==> config.mk <==
export PLATFORM = sky130hd
export DESIGN_NAME = pipe_spawner
export DESIGN_NICKNAME = d
export VERILOG_FILES = /design/src/rtl/pipe_spawner.sv
export SDC_FILE = /design/constraint.sdc
export NUM_CORES = 1
export LEC_CHECK = 0
export CAP_MARGIN = 40
export CORE_MARGIN = 2
export CORE_UTILIZATION = 30
export CTS_BUF_LIST = sky130_fd_sc_hd__clkbuf_8 sky130_fd_sc_hd__clkbuf_16
export CTS_CLUSTER_SIZE = 30
export DETAILED_ROUTE_END_ITERATION = 10
export GPL_ROUTABILITY_DRIVEN = 0
export SETUP_SLACK_MARGIN = 0.02
export SLEW_MARGIN = 30
export SYNTH_ARGS = -nofsm -noshare
export SYNTH_HDL_FRONTEND = slang
export SYNTH_SLANG_ARGS = --single-unit
==> constraint.sdc <==
create_clock -name clk -period 2.4 [get_ports clk]
set_input_delay 0.24 -clock clk [delete_from_list [all_inputs] [get_ports clk]]
set_output_delay 0.24 -clock clk [all_outputs]
set_load 0.01 [all_outputs]
==> src/rtl/pipe_spawner.sv <==
// pipe_spawner: scrolls a field of pipe columns across the LED playfield.
// Each column holds a valid bit and a 3-bit gap index. New columns enter at
// the right edge on every scroll tick, and a pipe is inserted every SPACING
// ticks. The pixel map and the bird-column mask are decoded combinationally
// from the column registers.
// Optional feature: define PIPE_SPAWNER_SCORE_EN to build the saturating
// pipes-passed score counter. Without it, score is tied to zero.
module pipe_spawner #(
   parameter int ROWS       = 16,
   parameter int COLS       = 16,
   parameter int SCROLL_DIV = 16,
   parameter int SPACING    = 4,
   parameter int GAP_BASE   = 4,
   parameter int GAP_H      = 4,
   parameter int BIRD_COL   = 3
) (
   input  logic                 clk,
   input  logic                 reset,
   input  logic                 over,
   input  logic [2:0]           rnd,
   output logic [ROWS*COLS-1:0] pipe_map,
   output logic [ROWS-1:0]      bird_mask,
   output logic                 scroll,
   output logic                 spawn,
   output logic [7:0]           score
);

   localparam int TW = (SCROLL_DIV > 1) ? $clog2(SCROLL_DIV) : 1;
   localparam int SW = (SPACING > 1) ? $clog2(SPACING) : 1;
   localparam logic [TW-1:0] TICK_LAST = TW'(SCROLL_DIV - 1);
   localparam logic [SW-1:0] SPC_LAST  = SW'(SPACING - 1);

   logic [TW-1:0]         tick_q, tick_d;
   logic [SW-1:0]         spc_q, spc_d;
   logic [COLS-1:0]       valid_q, valid_d;
   logic [COLS-1:0][2:0]  gap_q, gap_d;
   logic                  scroll_q, scroll_d;
   logic                  spawn_q, spawn_d;

   // A pixel is lit in a valid column everywhere except inside its gap window.
   function automatic logic pixel_lit(input logic v, input logic [2:0] g, input int r);
      int lo;
      int hi;
      lo = GAP_BASE + int'(g);
      hi = lo + GAP_H - 1;
      return v && ((r < lo) || (r > hi));
   endfunction

   // Tick and spacing counters; over freezes both and suppresses the scroll.
   always_comb begin
      tick_d   = tick_q;
      spc_d    = spc_q;
      scroll_d = 1'b0;
      spawn_d  = 1'b0;
      if (!over) begin
         if (tick_q == TICK_LAST) begin
            tick_d   = '0;
            scroll_d = 1'b1;
            if (spc_q == SPC_LAST) begin
               spawn_d = 1'b1;
               spc_d   = '0;
            end else begin
               spc_d = spc_q + SW'(1);
            end
         end else begin
            tick_d = tick_q + TW'(1);
         end
      end
   end

   // Column shift: everything moves one column left, new column enters at the right.
   always_comb begin
      valid_d = valid_q;
      gap_d   = gap_q;
      if (scroll_d) begin
         for (int i = 0; i < COLS - 1; i++) begin
            valid_d[i] = valid_q[i+1];
            gap_d[i]   = gap_q[i+1];
         end
         valid_d[COLS-1] = spawn_d;
         gap_d[COLS-1]   = spawn_d ? rnd : 3'd0;
      end
   end

   // State registers and the one-cycle scroll/spawn pulses.
   always_ff @(posedge clk or posedge reset) begin
      if (reset) begin
         tick_q   <= '0;
         spc_q    <= '0;
         valid_q  <= '0;
         gap_q    <= '0;
         scroll_q <= 1'b0;
         spawn_q  <= 1'b0;
      end else begin
         tick_q   <= tick_d;
         spc_q    <= spc_d;
         valid_q  <= valid_d;
         gap_q    <= gap_d;
         scroll_q <= scroll_d;
         spawn_q  <= spawn_d;
      end
   end

   assign scroll = scroll_q;
   assign spawn  = spawn_q;

   // Decode the full pixel map from the column registers.
   always_comb begin
      pipe_map = '0;
      for (int r = 0; r < ROWS; r++) begin
         for (int c = 0; c < COLS; c++) begin
            pipe_map[r*COLS+c] = pixel_lit(valid_q[c], gap_q[c], r);
         end
      end
   end

   // Pipe pixels in the bird's column, used for collision detection.
   always_comb begin
      bird_mask = '0;
      for (int r = 0; r < ROWS; r++) begin
         bird_mask[r] = pipe_map[r*COLS+BIRD_COL];
      end
   end

`ifdef PIPE_SPAWNER_SCORE_EN
   logic [7:0] score_q, score_d;

   // Saturating increment so the score sticks at 255.
   function automatic logic [7:0] sat_inc(input logic [7:0] v);
      return (v == 8'hFF) ? v : v + 8'd1;
   endfunction

   // A pipe is passed when a valid column leaves the bird's column on a scroll.
   always_comb begin
      score_d = score_q;
      if (scroll_d && valid_q[BIRD_COL]) begin
         score_d = sat_inc(score_q);
      end
   end

   // Score register.
   always_ff @(posedge clk or posedge reset) begin
      if (reset) begin
         score_q <= 8'd0;
      end else begin
         score_q <= score_d;
      end
   end

   assign score = score_q;
`else
   assign score = 8'd0;
`endif

endmodule

==> results.tsv <==
stage	metric	value	unit
status	status	finished clean	
synth	Yosys top cell by area	dfrtp_1	
cts	H-tree depth	3	
timing	Clock Skews	0.00371	ns
route	WL/cell	14.0	um
global_route	first-pass GRT wire length	34.7	mm
timing	Setup TNS Final	0	ns
layout	most frequent cells in the layout	dlygate4sd2_1 (138), a21oi_1 (119), nor2_1 (117), clkdlybuf4s50_1 (117), inv_1 (102)	
layout	Multi-input gate area	4800	um2
cts	clk slew on worst S/H paths	0.06	ns
worst_setup_path	Critical Path Sink Type	output port	
run	Max-Cap Viols	0	
route	routed wire length	22.0	mm
route	Routed Antenna Nets	0	
worst_setup_path	cell family with most CP delay	buffers and inverters	
route	drt via density	4.76	
global_route	initial antenna violation count	0	
die	row count	56	
die	DIE HEIGHT	158	um
die	Initial Util	0.304	
worst_setup_path	WP data arrival	2.12	ns
global_route	gr ovfl total	0	
worst_setup_path	Critical path buffers and inverters	3	
die	die extent in x	158	um
worst_setup_path	reg2reg end	gap_q[40]	
layout	most common library cell in the layout ignoring fill and taps	dlygate4sd2_1	
route	vias	7460	
worst_setup_path	reg2reg path depth	6	
synth	number of synthesized register bits	72	
timing	minimum clock period	2.36	ns
timing	FMAX	0.423	GHz
synth	Cell Area, Synth	7110	um2
worst_setup_path	Worst R2R Setup Slack	0.71	ns
cts	root buf cell	clkbuf_16	
worst_setup_path	required time of the critical path	2.16	ns
hold_path	HP Class	input port to async pin	
cts	deepest clock path buffer count	2	
timing	Tcrit/Tclk final	0.984	
route	DRC viols	0	
cts	cts bufs inserted	9	
layout	ratio of cells with drive above 1 in the final layout	0.175	
synth	Synth top area share	0.253	
global_route	vias in the first global route	7064	
timing	hold slack	0.325	ns
synth	post-synthesis cell count	955	
timing	Slew HR	0.637	
route	DR iter-0 viols	354	
worst_setup_path	startpoint types	register	
synth	YS warnings	0	
synth	largest cells by area after synthesis	dfrtp_1 (25%), ha_1 (15%), a21oi_1 (8.6%)	
cts	Clk Latency, worst-skew pair	0.33	ns
timing	Final Hold Fails	0	
timing	final slew viol count	0	
layout	FF/Latch Area	1810	um2
synth	Netlist cell types	42	
route	Detailed Routing Iterations Pass 1	4	
place	I/O Buffers	279	
global_route	largest net degree at the start of global routing	41	
worst_setup_path	crit-path max FO	5	
cts	CTS tree	yes	
timing	final setup fails	0	
power_and_ir_drop	maximum VDD drop	0.933	mV
die	Die ar.	25000	um2
timing	RSZ-0062 raised after global routing	true	
synth	Seq/Total Area, Yosys	0.253	
die	IO Count	288	
power_and_ir_drop	Leakage	5.23	nW
power_and_ir_drop	Cell Pwr Density	1790	nW/um2
timing	Worst Max-Slew Pin Slew	0.544	ns
worst_setup_path	Critical Path, Cell by Cell	inv_1, buf_4, ha_1, a21oi_4, xnor2_2, o21a_1, clkdlybuf4s50_1	
worst_setup_path	WS Path Type	register to output port	
worst_setup_path	CP peak stage delay	0.52	ns
die	core box area	23400	um2
worst_setup_path	slowest stage cell, crit path	clkdlybuf4s50_1	
global_route	gr usage total	0.170	
synth	Mean Syn Cell Area	7.45	um2
cts	clock sinks	72	
layout	Final #Nets	1337	
place	detailed placement HPWL	16.4	mm
worst_setup_path	RR Startpoint	tick_q[0]	
layout	fill count	2417	
layout	Area Growth Syn to Fin	56.2	%
layout	n_diodes	0	
-- worst min-delay path, delay by kind of cell --
family   cells  cell delay (ns)
buf+inv      3             0.84
-- state kept, by name, indices dropped and copies added, names as in the netlist --
signal	flops
spc_q	2
scroll	1
tick_q	4
gap_q	48
valid_q	16
spawn	1
-- area by class of cell --
cell class	instances	area share
sequential	72	0.163
inverter	109	0.0374
clock buffer	11	0.0227
clock inverter	5	0.00495
timing repair buffer	374	0.304
multi-input combinational	677	0.432
tap	319	0.0359
-- worst max-delay path by stage --
stage / endpoint / from / cells past startpoint / slack [ns]
finish: pipe_map[177] / gap_q[4] / 7 / 0.04
global placement: pipe_map[161] / gap_q[3] / 7 / 0.13
global route: pipe_map[177] / gap_q[5] / 6 / -0.1
CTS: pipe_map[234] / gap_q[30] / 7 / -0.06
detailed placement: pipe_map[104] / gap_q[25] / 8 / 0.1
floorplan: gap_q[0] / reset / 1 / 0.34
-- report_power, final --
| group | switching [mW] | internal [mW] | leakage [nW] |
|---|---|---|---|
| Combinational | 8.19 | 7.90 | 4.28 |
| Sequential | 0.644 | 1.79 | 0.804 |
| Clock | 0.515 | 0.857 | 0.148 |
-- cell usage after synthesis --
library cell	count
o221ai_1	2
xnor2_1	2
buf_2	6
clkbuf_1	17
nand2b_1	2
o21ai_0	20
a21oi_4	2
o31a_1	5
buf_4	79
o31ai_1	3
nor4b_1	1
nor3_4	2
xor2_1	1
a221oi_1	3
nand2_1	92
a21o_1	2
buf_6	2
nor3b_1	12
a31oi_1	13
a21boi_0	5
nor3_1	4
nand3_1	6
xnor2_2	1
nand4_1	2
inv_2	2
o211ai_1	39
or2_2	11
inv_1	106
ha_1	88
nor2_1	123
o21ai_1	62
o21a_1	8
and2_4	1
nor2b_1	6
conb_1	1
nor3_2	12
a211oi_1	15
nand4b_4	1
clkinv_1	1
dfrtp_1	72
mux2_2	1
a21oi_1	122
-- cell families (layout without fill, tap and decap cells) --
kind of cell / after synthesis / count (layout) / share of synthesized area
flops: 72 / 72 / 0.253
compound gates: 301 / 301 / 0.248
mux: 1 / 1 / 0.00158
xor+xnor: 4 / 4 / 0.00598
simple gates: 275 / 275 / 0.179
fa+ha+maj: 88 / 88 / 0.155
buf+inv: 213 / 499 / 0.157
other cells: 1 / 8 / 0.000527
-- per-stage QoR --
step	instance area (um2)	std cells	utilization	total power, mW	setup WS (ns)
after global placement	10200	1536	0.438	18.4	0.128
after CTS	10900	1560	0.464	19.6	-0.0608
after floorplan	7140	962	-	10.9	0.335
after global routing	11100	1567	0.475	21.7	-0.0967
after detailed placement	10200	1536	0.438	18.5	0.0989
final	11100	1567	0.475	19.9	0.0374
-- what timing repair did --
item | 4_1_cts | 5_1_grt
setup endpoints to repair | 172 | 65
gates resized for setup | 210 | 59
pin swaps | 6 | 4
buffers inserted | 8 | 7
hold buffers | 0 | 0
-- layer usage --
metal  global-route usage  vias up  share of wire  wire length [um]
li1                     -     3742              -                 -
met4               0.0420        0          0.012               269
met2                0.308      219           0.49             10700
met5                    0        -              0                 0
met3               0.0367       21          0.063              1380
met1                0.204     3478           0.44              9600
(Power assumes the default switching activity.)
